--- src/rtl/pipe_stall_ctrl_pkg.sv ---
// Shared types, defaults and helpers for the pipeline stall/flush sequencer.
package pipe_stall_ctrl_pkg;

   localparam int unsigned PSC_RF_ADDR_W   = 5;
   localparam int unsigned PSC_LU_DEPTH    = 2;
   localparam int unsigned PSC_TRAP_CYCLES = 2;

   typedef enum logic [1:0] {
      PSC_RUN        = 2'd0,
      PSC_MEM_WAIT   = 2'd1,
      PSC_TRAP_FLUSH = 2'd2
   } psc_state_e;

   // Per-stage hold/bubble controls produced each cycle by the sequencer.
   typedef struct packed {
      logic pc_stall;
      logic ifid_stall;
      logic ifid_flush;
      logic idex_stall;
      logic idex_flush;
      logic exmem_stall;
      logic exmem_flush;
      logic memwb_stall;
      logic lu_issue;
      logic lu_kill;
   } stage_ctrl_t;

   // Counter width that is at least one bit even for a range of 0..0.
   function automatic int unsigned cnt_width(input int unsigned max_val);
      return (max_val < 2) ? 1 : $clog2(max_val + 1);
   endfunction

endpackage

--- src/rtl/pipe_scoreboard.sv ---
// Pending-write scoreboard for long-latency unit results plus the ID hazard compare.
module pipe_scoreboard
   import pipe_stall_ctrl_pkg::*;
#(
   parameter int unsigned RF_ADDR_WIDTH = PSC_RF_ADDR_W,
   parameter int unsigned LU_DEPTH      = PSC_LU_DEPTH
) (
   input  logic                     clk,
   input  logic                     rst_n,
   input  logic                     i_clear,
   input  logic                     i_issue,
   input  logic                     i_done,
   input  logic [RF_ADDR_WIDTH-1:0] i_done_rd,
   input  logic [RF_ADDR_WIDTH-1:0] i_rs1_addr,
   input  logic [RF_ADDR_WIDTH-1:0] i_rs2_addr,
   input  logic [RF_ADDR_WIDTH-1:0] i_rs3_addr,
   input  logic [RF_ADDR_WIDTH-1:0] i_rd_addr,
   input  logic                     i_rd_wen,
   input  logic                     i_lu_op,
   output logic                     o_hazard,
   output logic                     o_busy
);

   localparam int unsigned NUM_REGS = 1 << RF_ADDR_WIDTH;
   localparam int unsigned CNT_W    = cnt_width(LU_DEPTH);

   logic [NUM_REGS-1:0] r_pend;
   logic [CNT_W-1:0]    r_lu_cnt;

   logic                w_done_ok;
   logic                w_full;
   logic [NUM_REGS-1:0] w_clr_mask;
   logic [NUM_REGS-1:0] w_set_mask;
   logic [NUM_REGS-1:0] w_pend_eff;

   // A write-back only counts when something is in flight for that register.
   assign w_done_ok  = i_done && (r_lu_cnt != '0) && r_pend[i_done_rd];
   assign w_clr_mask = w_done_ok ? (NUM_REGS'(1) << i_done_rd) : '0;
   assign w_set_mask = (i_issue && (i_rd_addr != '0)) ? (NUM_REGS'(1) << i_rd_addr) : '0;
   // Write-back this cycle releases dependants in the same cycle.
   assign w_pend_eff = r_pend & ~w_clr_mask;
   assign w_full     = (r_lu_cnt == CNT_W'(LU_DEPTH));

   // RAW on any source, WAW on the destination, or no free long-latency slot.
   assign o_hazard = ((i_rs1_addr != '0) && w_pend_eff[i_rs1_addr])
                   | ((i_rs2_addr != '0) && w_pend_eff[i_rs2_addr])
                   | ((i_rs3_addr != '0) && w_pend_eff[i_rs3_addr])
                   | (i_rd_wen && w_pend_eff[i_rd_addr])
                   | (i_lu_op && w_full && !w_done_ok);

   assign o_busy = |r_pend;

   // Pending vector and in-flight count; a set beats a clear on the same register.
   always_ff @(posedge clk) begin
      if (!rst_n || i_clear) begin
         r_pend   <= '0;
         r_lu_cnt <= '0;
      end else begin
         r_pend <= (r_pend & ~w_clr_mask) | w_set_mask;
         case ({i_issue, w_done_ok})
            2'b10:   r_lu_cnt <= r_lu_cnt + CNT_W'(1);
            2'b01:   r_lu_cnt <= r_lu_cnt - CNT_W'(1);
            default: r_lu_cnt <= r_lu_cnt;
         endcase
      end
   end

endmodule

--- src/rtl/pipe_stall_ctrl.sv ---
// Central stall/flush sequencer for the IF/ID/EX/MEM/WB pipeline.
module pipe_stall_ctrl
   import pipe_stall_ctrl_pkg::*;
#(
   parameter int unsigned RF_ADDR_WIDTH = PSC_RF_ADDR_W,
   parameter int unsigned LU_DEPTH      = PSC_LU_DEPTH,
   parameter int unsigned TRAP_CYCLES   = PSC_TRAP_CYCLES
) (
   input  logic                     clk,
   input  logic                     rst_n,
   input  logic                     i_ld_use_req,
   input  logic                     i_icache_miss,
   input  logic                     i_dcache_busy,
   input  logic                     i_ex_redirect,
   input  logic                     i_trap_req,
   input  logic [RF_ADDR_WIDTH-1:0] i_id_rs1_addr,
   input  logic [RF_ADDR_WIDTH-1:0] i_id_rs2_addr,
   input  logic [RF_ADDR_WIDTH-1:0] i_id_rs3_addr,
   input  logic [RF_ADDR_WIDTH-1:0] i_id_rd_addr,
   input  logic                     i_id_rd_wen,
   input  logic                     i_id_lu_op,
   input  logic                     i_lu_done,
   input  logic [RF_ADDR_WIDTH-1:0] i_lu_done_rd,
   output logic                     o_pc_stall,
   output logic                     o_ifid_stall,
   output logic                     o_ifid_flush,
   output logic                     o_idex_stall,
   output logic                     o_idex_flush,
   output logic                     o_exmem_stall,
   output logic                     o_exmem_flush,
   output logic                     o_memwb_stall,
   output logic                     o_lu_issue,
   output logic                     o_lu_kill,
   output logic                     o_sb_busy
);

   localparam int unsigned TRAP_W = cnt_width(TRAP_CYCLES - 1);

   psc_state_e        r_state;
   psc_state_e        w_state_nxt;
   logic [TRAP_W-1:0] r_trap_cnt;
   logic [TRAP_W-1:0] w_trap_cnt_nxt;
   logic              r_redir_pend;
   logic              w_redir_pend_nxt;
   logic              w_redirect;
   logic              w_hazard;
   stage_ctrl_t       w_ctrl;

   pipe_scoreboard #(
      .RF_ADDR_WIDTH (RF_ADDR_WIDTH),
      .LU_DEPTH      (LU_DEPTH)
   ) u_scoreboard (
      .clk        (clk),
      .rst_n      (rst_n),
      .i_clear    (i_trap_req),
      .i_issue    (w_ctrl.lu_issue),
      .i_done     (i_lu_done),
      .i_done_rd  (i_lu_done_rd),
      .i_rs1_addr (i_id_rs1_addr),
      .i_rs2_addr (i_id_rs2_addr),
      .i_rs3_addr (i_id_rs3_addr),
      .i_rd_addr  (i_id_rd_addr),
      .i_rd_wen   (i_id_rd_wen),
      .i_lu_op    (i_id_lu_op),
      .o_hazard   (w_hazard),
      .o_busy     (o_sb_busy)
   );

   // State, trap flush counter and deferred-redirect flag.
   always_ff @(posedge clk) begin
      if (!rst_n) begin
         r_state      <= PSC_RUN;
         r_trap_cnt   <= '0;
         r_redir_pend <= 1'b0;
      end else begin
         r_state      <= w_state_nxt;
         r_trap_cnt   <= w_trap_cnt_nxt;
         r_redir_pend <= w_redir_pend_nxt;
      end
   end

   // A redirect held back by a busy D$ is replayed on the first free cycle.
   assign w_redirect = i_ex_redirect || ((r_state == PSC_MEM_WAIT) && r_redir_pend);

   // Next state and per-stage controls, highest-priority event first.
   always_comb begin
      w_ctrl           = '0;
      w_state_nxt      = r_state;
      w_trap_cnt_nxt   = r_trap_cnt;
      w_redir_pend_nxt = r_redir_pend;

      if (i_trap_req) begin
         w_ctrl.ifid_flush  = 1'b1;
         w_ctrl.idex_flush  = 1'b1;
         w_ctrl.exmem_flush = 1'b1;
         w_ctrl.lu_kill     = 1'b1;
         w_trap_cnt_nxt     = TRAP_W'(TRAP_CYCLES - 1);
         w_redir_pend_nxt   = 1'b0;
         w_state_nxt        = (TRAP_CYCLES > 1) ? PSC_TRAP_FLUSH : PSC_RUN;
      end else begin
         case (r_state)
            PSC_TRAP_FLUSH: begin
               w_ctrl.ifid_flush  = 1'b1;
               w_ctrl.idex_flush  = 1'b1;
               w_ctrl.exmem_flush = 1'b1;
               if (r_trap_cnt <= TRAP_W'(1)) begin
                  w_trap_cnt_nxt = '0;
                  w_state_nxt    = PSC_RUN;
               end else begin
                  w_trap_cnt_nxt = r_trap_cnt - TRAP_W'(1);
               end
            end
            PSC_RUN, PSC_MEM_WAIT: begin
               if (i_dcache_busy) begin
                  w_ctrl.pc_stall    = 1'b1;
                  w_ctrl.ifid_stall  = 1'b1;
                  w_ctrl.idex_stall  = 1'b1;
                  w_ctrl.exmem_stall = 1'b1;
                  w_ctrl.memwb_stall = 1'b1;
                  w_redir_pend_nxt   = r_redir_pend || i_ex_redirect;
                  w_state_nxt        = PSC_MEM_WAIT;
               end else begin
                  // The MEM_WAIT exit cycle is an ordinary RUN cycle.
                  w_state_nxt      = PSC_RUN;
                  w_redir_pend_nxt = 1'b0;
                  if (w_redirect) begin
                     w_ctrl.ifid_flush = 1'b1;
                     w_ctrl.idex_flush = 1'b1;
                  end else if (w_hazard || i_ld_use_req) begin
                     w_ctrl.pc_stall   = 1'b1;
                     w_ctrl.ifid_stall = 1'b1;
                     w_ctrl.idex_flush = 1'b1;
                  end else begin
                     if (i_icache_miss) begin
                        w_ctrl.pc_stall   = 1'b1;
                        w_ctrl.ifid_flush = 1'b1;
                     end
                     w_ctrl.lu_issue = i_id_lu_op && i_id_rd_wen;
                  end
               end
            end
            default: w_state_nxt = PSC_RUN;
         endcase
      end
   end

   assign o_pc_stall    = w_ctrl.pc_stall;
   assign o_ifid_stall  = w_ctrl.ifid_stall;
   assign o_ifid_flush  = w_ctrl.ifid_flush;
   assign o_idex_stall  = w_ctrl.idex_stall;
   assign o_idex_flush  = w_ctrl.idex_flush;
   assign o_exmem_stall = w_ctrl.exmem_stall;
   assign o_exmem_flush = w_ctrl.exmem_flush;
   assign o_memwb_stall = w_ctrl.memwb_stall;
   assign o_lu_issue    = w_ctrl.lu_issue;
   assign o_lu_kill     = w_ctrl.lu_kill;

endmodule

--- config.mk ---
export PLATFORM = sky130hd
export DESIGN_NAME = pipe_stall_ctrl
export DESIGN_NICKNAME = d
export VERILOG_FILES = /design/src/rtl/pipe_stall_ctrl_pkg.sv /design/src/rtl/pipe_scoreboard.sv /design/src/rtl/pipe_stall_ctrl.sv
export SDC_FILE = /design/constraint.sdc
export NUM_CORES = 1
export LEC_CHECK = 0
export BUFFER_PORTS_ARGS = -buffer_cell sky130_fd_sc_hd__clkbuf_2
export CORE_MARGIN = 10
export CORE_UTILIZATION = 40
export DETAILED_ROUTE_END_ITERATION = 8
export PLACE_DENSITY = 0.58
export SETUP_SLACK_MARGIN = 0.3
export SYNTH_ARGS = -nofsm -noshare
export SYNTH_HDL_FRONTEND = slang
export SYNTH_HIERARCHICAL = 1
export SYNTH_SLANG_ARGS = --single-unit
export TNS_END_PERCENT = 50
--- constraint.sdc ---
create_clock -name clk -period 11.4 [get_ports clk]
set_clock_uncertainty 0.2 [all_clocks]
set_input_delay 2.28 -clock clk [delete_from_list [all_inputs] [get_ports clk]]
set_output_delay 2.28 -clock clk [all_outputs]
set_load 0.05 [all_outputs]
==> run metrics, run 1 <==
clock tree root driver cell sky130_fd_sc_hd__clkbuf_8; total vias in the final route 3807; number of hold violations in the final report 0; CTS tree yes; initial antenna violation count 0; maximum frequency from static timing analysis 119 MHz; run status finished clean; count of pins over their slew limit 0; clock insertion delay at the later pin of the skew report 0.30 ns; share of synthesized registers carrying an async set or reset 0; number of input and output port buffers inserted 45; number of clock sinks 37; xor-xnor portion of the synthesized cell area 0.00505; Post CTS Setup Buffer Count 0; met1 global-route usage 0.249; Period minus WS final between 8 and 9 ns; wire length of the first global-routing pass 20800 um; H-tree levels 2; Synth cell types 71; cts repair resizes 0; GR Layer Usage met3 0.0470; Remaining DRCs 0; proportion of synthesized area in mux cells 0.198; pin count of the biggest net entering global routing 35; mean instance size in the synthesized netlist approximately 8.5 sq um; arithmetic-cell share of the synthesized area counting full adders, half adders and majority gates 0.00361; category of the most critical setup path in -> out; post-synthesis share of cell area spent on and, or, nand and nor gates 0.217; ANT cells 0; family with the most delay on the worst path compound AO/OA/AOI/OAI gates; filler instances 848; routed length per instance 25.0 um; path class of the lowest-slack min-delay path reg -> reg; commonest non-fill, non-tap cells in the layout 45 x sky130_fd_sc_hd__clkbuf_2, 44 x sky130_fd_sc_hd__nand2_1, 37 x sky130_fd_sc_hd__dfxtp_1; net count after synthesis 446; Detailed Place HPWL about 10000 um; highest-delay cell along the critical path sky130_fd_sc_hd__o31ai_1; Netlist Area Pre-Place approximately 0.0035 sq mm; effective utilization at floorplan 0.416; endpoint arrival time on the critical path 5.90 ns; 1st-iter DRT viols 483; synthesis warning total 6; placeable core area 0.00834 sq mm; net count reported at finish 466; GRT Util Overall 0.201; chip height 113 um; fraction of the yosys area taken by sequential cells 0.214; total setup violations reported at the end of the flow 0; Antenna Violating Nets Remaining 0; fraction of final layout cells with drive strength greater than 1 0.237; Final Util 0.457; power density over the cells 88.1 mW/mm^2; clock slew at reported path FFs 0.08 ns; Clk pwr share 0.411; Reg power frac 0.387; via count of the first global-routing pass ~3700; number of vias per cell 7.10; final weighted congestion in routability-driven placement 0.988; stage delay of the slowest cell on the critical path around 1.0 ns; highest fanout seen on the critical path 12; routing layer with the top usage in global route met2; setup TNS after final layout 0 ns; final wirelength 13400 um; count of maximum capacitance violations 0; max_slew headroom 0.207; post-synthesis register bit count 37; number of cell rows 33; GR Util met2 0.328; iteration count of the initial detailed-routing pass 6; count of flip-flops with a built-in enable after synthesis 0; total congestion overflow 0; number of buffers on the longest clock path 2; Worst setup SP type primary input; most frequent standard cell in the layout excluding fill and tap cells sky130_fd_sc_hd__clkbuf_2; switching portion of total power 0.295; relative contribution of combinational cells to total power 0.202; RSZ-0062 raised after global routing no; buffer and inverter count on the worst path 2; Gate Count Post-Synth 410; net switching power of the design slightly below 0.0001 W; chip width 113 um; post-route clock period utilization 0.735; worst supply voltage drop on vdd 70.7 uV; area of the die 0.0128 sq mm; required time reported for the critical path endpoint 8.92 ns; boundary pin count 46; total CTS buffers 5; most used cell along the critical path sky130_fd_sc_hd__clkbuf_2; share of the synthesized area in compound gates (AO/OA/AOI/OAI) 0.291; design internal power 0.000237 W; slew of the pin with the lowest slew margin 1.17 ns; Top FF cell, synth sky130_fd_sc_hd__dfxtp_1; critical-path cell list clkbuf_2 -> o211ai_1 -> o31ai_1 -> mux2i_1 -> o311ai_0 -> o21ai_0 -> nor3_1 -> nand4_1 -> nor2_2 -> nand3_1 -> nor3_2 -> clkbuf_2; number of hold-repair buffers added at the cts stage 0; area grow syn2layout 10.0%; crit path capture type output pin; leakage component of the power 1.22 nW; combinational family with the most area after synthesis compound AO/OA/AOI/OAI gates
final timing paths:
path / from / endpoint / slack [ns] / cells past startpoint
setup / recovery: i_lu_done_rd[3] / o_lu_issue / 3.02 / 12
hold / removal: u_scoreboard/r_pend[0] / u_scoreboard/r_pend[0] / 0.31 / 2
setup reg to reg: u_scoreboard/r_lu_cnt[0] / u_scoreboard/r_pend[13] / 6.20 / 14
hold reg to reg: u_scoreboard/r_pend[0] / u_scoreboard/r_pend[0] / 0.31 / 2
cell families (layout without fill, tap and decap cells):
kind of cell | Yosys count | in the layout
multiplexers | 41 | 41
flip-flops | 37 | 37
buffers and inverters | 54 | 75
adder cells (fa/ha/maj) | 1 | 1
XOR/XNOR | 2 | 2
AO/OA/AOI/OAI | 137 | 137
AND/OR/NAND/NOR | 138 | 138
power groups by stage:
stage / Clock, W / Combinational [W] / Sequential, W
after floorplan: 0 / 0.0000462 / 0.000133
after global placement: 0 / 0.0000664 / 0.000133
after detailed placement: 0 / 0.0000662 / 0.000133
after CTS: 0.000139 / 0.0000663 / 0.000130
after global routing: 0.000144 / 0.0000725 / 0.000130
final: 0.000138 / 0.0000679 / 0.000130
routing by layer:
layer	up-vias	wire length (um)	share of wire
met2	275	6110	0.46
met4	0	691	0.052
met5	-	0	0
li1	1669	-	-
met1	1796	5320	0.40
met3	67	1270	0.095
cell type report:
type / count / area [sq um] / share of cell area
multi-input cells: 319 / 2480 / 0.650
flip-flops and latches: 37 / 741 / 0.194
repair buffers: 51 / 270 / 0.0708
well taps: 105 / 131 / 0.0344
clock buffers: 5 / 68.8 / 0.0180
clock inverters: 3 / 65.1 / 0.0171
inverters: 16 / 60.1 / 0.0157
flip-flops by register name, indices dropped and copies added (netlist names):
| signal | cells |
|---|---|
| r_redir_pend | 1 |
| r_state | 2 |
| u_scoreboard/r_lu_cnt | 2 |
| u_scoreboard/r_pend | 32 |
worst min-delay path: cells and delay by family (launching register included):
kind / cells / cell delay [ns]
flip-flops: 1 / 0.36
AND/OR/NAND/NOR: 2 / 0.11
synth_stat cells (all sizes together) (2+ instances only):
| cell type | n | share of area |
|---|---|---|
| o311ai | 10 | 0.025 |
| nand3b | 2 | 0.0043 |
| nor4b | 3 | 0.0094 |
| mux4 | 22 | 0.14 |
| o311a | 2 | 0.0058 |
| o22ai | 2 | 0.0036 |
| nor3 | 14 | 0.022 |
| or3 | 3 | 0.0054 |
| a211oi | 2 | 0.0043 |
| and3 | 2 | 0.0036 |
| nor2b | 5 | 0.0090 |
| o2111ai | 3 | 0.0076 |
| mux2 | 2 | 0.0065 |
| inv | 13 | 0.014 |
| clkbuf | 17 | 0.018 |
| nand2b | 6 | 0.011 |
| buf | 21 | 0.036 |
| a221oi | 4 | 0.010 |
| or4 | 3 | 0.0076 |
| a22oi | 3 | 0.0065 |
| o41ai | 8 | 0.031 |
| nor4 | 11 | 0.020 |
| a21oi | 37 | 0.054 |
| a32oi | 4 | 0.010 |
| o31ai | 20 | 0.043 |
| nand4 | 7 | 0.013 |
| mux2i | 17 | 0.049 |
| nand4b | 3 | 0.0076 |
| a31oi | 3 | 0.0054 |
| nand2 | 44 | 0.048 |
| o211ai | 15 | 0.034 |
| dfxtp | 37 | 0.21 |
| or2 | 4 | 0.0072 |
| nor2 | 15 | 0.017 |
| and2 | 4 | 0.0072 |
| o21ai | 12 | 0.018 |
| nor3b | 4 | 0.0087 |
| clkinv | 3 | 0.0032 |
| or4b | 2 | 0.0069 |
| nand3 | 5 | 0.0072 |
through the flow:
step / setup slack, ns / power, W / cell area (sq um) / hold WS [ns] / instances
2_1_floorplan: 3.38 / 0.000179 / 3470 / 0.233 / 410
3_3_place_gp: 3.06 / 0.000199 / 3680 / 0.277 / 528
3_5_place_dp: 3.10 / 0.000199 / 3680 / 0.281 / 528
4_1_cts: 3.10 / 0.000335 / 3810 / 0.295 / 536
5_1_grt: 2.61 / 0.000347 / 3810 / 0.318 / 536
6_report: 3.02 / 0.000336 / 3810 / 0.311 / 536
(Power assumes the default switching activity.)
==> run 2: changes to the inputs <==
Settings changed: ABC_AREA set to 1, PLACE_DENSITY 0.58 to 0.57.
Clock period 11.4 ns to 8.5 ns, I/O delays scaled along.
==> run metrics, run 2 <==
filler instances 1150 (+36%); post-synth top area share 0.241 (+0.0272); leading registers by flop count u_scoreboard/r_pend (32), r_state (2), u_scoreboard/r_lu_cnt (2); fraction of the yosys area taken by sequential cells 0.184 (-0.0301); number of flip-flops under the largest register name 32 (unchanged); footprint of the flip-flops and latches 741 sq um (unchanged); synthesis warning total 6 (unchanged); count of flip-flops with a built-in enable after synthesis 0 (unchanged); clock tree root driver cell sky130_fd_sc_hd__clkbuf_8; commonest cells in the netlist 259 x sky130_fd_sc_hd__nand2_1, 90 x sky130_fd_sc_hd__nand3_1, 62 x sky130_fd_sc_hd__nor2_1; Post CTS Setup Buffer Count 0 (unchanged); share of synthesized registers carrying an async set or reset 0 (unchanged); number of vias per cell 5.94 (-16%); maximum frequency from static timing analysis between 100 and 150 MHz; FF-to-FF End u_scoreboard/r_pend[31]; run status finished clean; final weighted congestion in routability-driven placement 1.01 (+1.9%); chip width 120 um (+6.5%); RSZ-0062 raised after global routing no; critical hold path startpoint u_scoreboard/r_pend[30]; chip height 120 um (+6.5%); count of pins over their slew limit 0 (unchanged); fraction of final layout cells with drive strength greater than 1 0.122 (-0.114); area of the die 0.0145 sq mm (+13%); path class of the lowest-slack min-delay path reg -> reg; Remaining DRCs 0 (unchanged); Synth cell types 35 (-51%); Detailed Place HPWL 12500 um (+21%); initial antenna violation count 1 (+1); cts repair resizes 0 (unchanged); crit path capture type output pin; net count after synthesis 763 (+71%); post-synthesis register bit count 37 (unchanged); total vias in the final route 5202 (+37%); slew of the pin with the lowest slew margin 1.17 ns (-0.00754 ns); effective utilization at floorplan 0.411 (-0.00463); CTS tree yes; count of maximum capacitance violations 0 (unchanged); leakage component of the power 2.00 nW (+64%); GRT Util Overall 0.226 (+0.0244); worst setup slack for register-to-register paths 3.85 ns (-2.35 ns); beginning of the worst register-to-register path u_scoreboard/r_lu_cnt[1]; worst r2r path cells 22 (+8); Antenna Violating Nets Remaining 0 (unchanged); Period minus WS final 7.29 ns; power density over the cells 99.2 mW/mm^2 (+13%); number of clock sinks 37 (unchanged); footprint of the multi-input gates 0.00283 sq mm (+14%); capture point of the worst path o_lu_issue; Worst Setup SP i_lu_done_rd[2]; iteration count of the initial detailed-routing pass 6 (unchanged); area leader, netlist sky130_fd_sc_hd__nand2_1; area grow syn2layout 6.54%; via count of the first global-routing pass 4865 (+32%); number of hold violations in the final report 0 (unchanged); category of the most critical setup path in -> out; number of cell rows 36 (+9.1%); Worst setup SP type primary input; setup TNS after final layout 0 ns (unchanged); routed length per instance 19.4 um (-22%); highest fanout seen on the critical path 22 (+10); total CTS buffers 5 (unchanged); clock insertion delay at the later pin of the skew report 0.30 ns (about the same); mean instance size in the synthesized netlist 5.55 sq um (-34%); endpoint arrival time on the critical path 5.39 ns (-0.51 ns); H-tree levels 2 (unchanged); Area contributors post-synth sky130_fd_sc_hd__nand2_1 24%, sky130_fd_sc_hd__dfxtp_1 18%, sky130_fd_sc_hd__nand3_1 11%; total setup violations reported at the end of the flow 0 (unchanged); number of hold-repair buffers added at the cts stage 0 (unchanged); Gate Count Post-Synth 727 (+77%); Top FF cell, synth sky130_fd_sc_hd__dfxtp_1; post-route clock period utilization 0.858; final wirelength 17000 um (+27%); register ranked first by flip-flop count u_scoreboard/r_pend; placeable core area 0.00982 sq mm (+18%); number of input and output port buffers inserted 45 (unchanged); max_slew headroom 0.220 (+0.0134); total congestion overflow 0 (unchanged); number of buffers on the longest clock path 2 (unchanged); net count reported at finish 778 (+67%); required time reported for the critical path endpoint 6.60 ns (-2.32 ns); worst supply voltage drop on vdd 87.4 uV (+24%); clock slew at reported path FFs 0.08 ns (about the same); number of instances on the worst hold path 2 (unchanged); boundary pin count 46 (unchanged); leading cell type by number of instances after synthesis sky130_fd_sc_hd__nand2_1; wire length of the first global-routing pass 26200 um (+26%); cell count after placement 868 (+64%); 1st-iter DRT viols 838 (+73%); pin count of the biggest net entering global routing 35 (unchanged); non-filler cells, final 876 (+63%); most frequent standard cell in the layout excluding fill and tap cells sky130_fd_sc_hd__nand2_1; ANT cells 0 (unchanged); commonest non-fill, non-tap cells in the layout 259 x sky130_fd_sc_hd__nand2_1, 90 x sky130_fd_sc_hd__nand3_1, 62 x sky130_fd_sc_hd__nor2_1; Netlist Area Pre-Place 0.00404 sq mm (+16%)
run 2: cell count changes after synthesis, moves of 20 or more:
cell,before,now
sky130_fd_sc_hd__inv_1,12,53
sky130_fd_sc_hd__o31ai_1,20,0
sky130_fd_sc_hd__nand3_1,5,90
sky130_fd_sc_hd__nand2_1,44,259
sky130_fd_sc_hd__mux4_2,22,0
sky130_fd_sc_hd__nand4_1,7,29
sky130_fd_sc_hd__nor2_1,14,62
run 2: kinds of logic (layout without fill, tap and decap cells):
kind of cell               Yosys count  in the layout  synth area share
buffers and inverters              100            116             0.115
adders and majority gates            1              1           0.00310
and+or+nand+nor                    517            517             0.603
DFF                                 37             37             0.184
AOI/OAI and AO/OA                   72             72            0.0949
run 2: stage by stage:
| stage | utilization | setup slack, ns | area (sq um) | total power (W) | hold slack, ns |
|---|---|---|---|---|---|
| CTS | 0.438 | 1.31 | 4300 | 0.000426 | 0.323 |
| detailed placement | 0.429 | 1.32 | 4210 | 0.000299 | 0.312 |
| finish | 0.438 | 1.21 | 4300 | 0.000426 | 0.327 |
| global placement | 0.429 | 1.40 | 4210 | 0.000298 | 0.297 |
| global route | 0.438 | 0.855 | 4300 | 0.000450 | 0.358 |
| floorplan | - | 2.19 | 4040 | 0.000274 | 0.244 |
run 2: final cells by class:
type,count,share of cell area
Tap cell,133,0.0387
Multi-Input combinational cell,590,0.658
Clock inverter,3,0.00495
Timing Repair Buffer,46,0.0541
Sequential cell,37,0.172
Inverter,62,0.0559
Clock buffer,5,0.0160
run 2: power breakdown:
part	internal (W)	leakage [nW]	switching (W)
Combinational	0.0000334	1.66	0.0000899
Sequential	0.000174	0.298	0.000000573
Clock	0.0000582	0.0445	0.0000706
Total	0.000265	2.00	0.000161
run 2: layer usage:
metal,global-route usage,up-vias,wire length [um]
met4,0.104,2,852
met2,0.341,352,7170
met3,0.0605,60,2190
met1,0.292,2336,6750
li1,-,2452,-
met5,0,-,12
run 2: critical path: stages:
cell and delay, ns:
sky130_fd_sc_hd__clkbuf_2 0.36, sky130_fd_sc_hd__inv_1 0.38, sky130_fd_sc_hd__nand3_1 0.24, sky130_fd_sc_hd__nand3_4 0.11
sky130_fd_sc_hd__nand3_4 0.19, sky130_fd_sc_hd__nand2_1 0.08, sky130_fd_sc_hd__inv_1 0.13, sky130_fd_sc_hd__nand3_1 0.36
sky130_fd_sc_hd__a21oi_1 0.27, sky130_fd_sc_hd__nor2_1 0.06, sky130_fd_sc_hd__nand2_1 0.05, sky130_fd_sc_hd__nand3_1 0.11
sky130_fd_sc_hd__nand2_1 0.09, sky130_fd_sc_hd__nand2_1 0.05, sky130_fd_sc_hd__nand2_1 0.07, sky130_fd_sc_hd__nand2_1 0.04
sky130_fd_sc_hd__inv_1 0.04, sky130_fd_sc_hd__nand2_1 0.06, sky130_fd_sc_hd__nor2_1 0.15, sky130_fd_sc_hd__nand3_1 0.12
sky130_fd_sc_hd__nor2_1 0.33, sky130_fd_sc_hd__clkbuf_2 0.36
run 2: worst min path at each step:
stage | end | slack [ns]
after floorplan | u_scoreboard/r_pend[0] | 0.24
after global placement | u_scoreboard/r_lu_cnt[0] | 0.30
after detailed placement | u_scoreboard/r_pend[30] | 0.31
after CTS | u_scoreboard/r_pend[30] | 0.32
after global routing | u_scoreboard/r_pend[0] | 0.36
final | u_scoreboard/r_pend[30] | 0.33
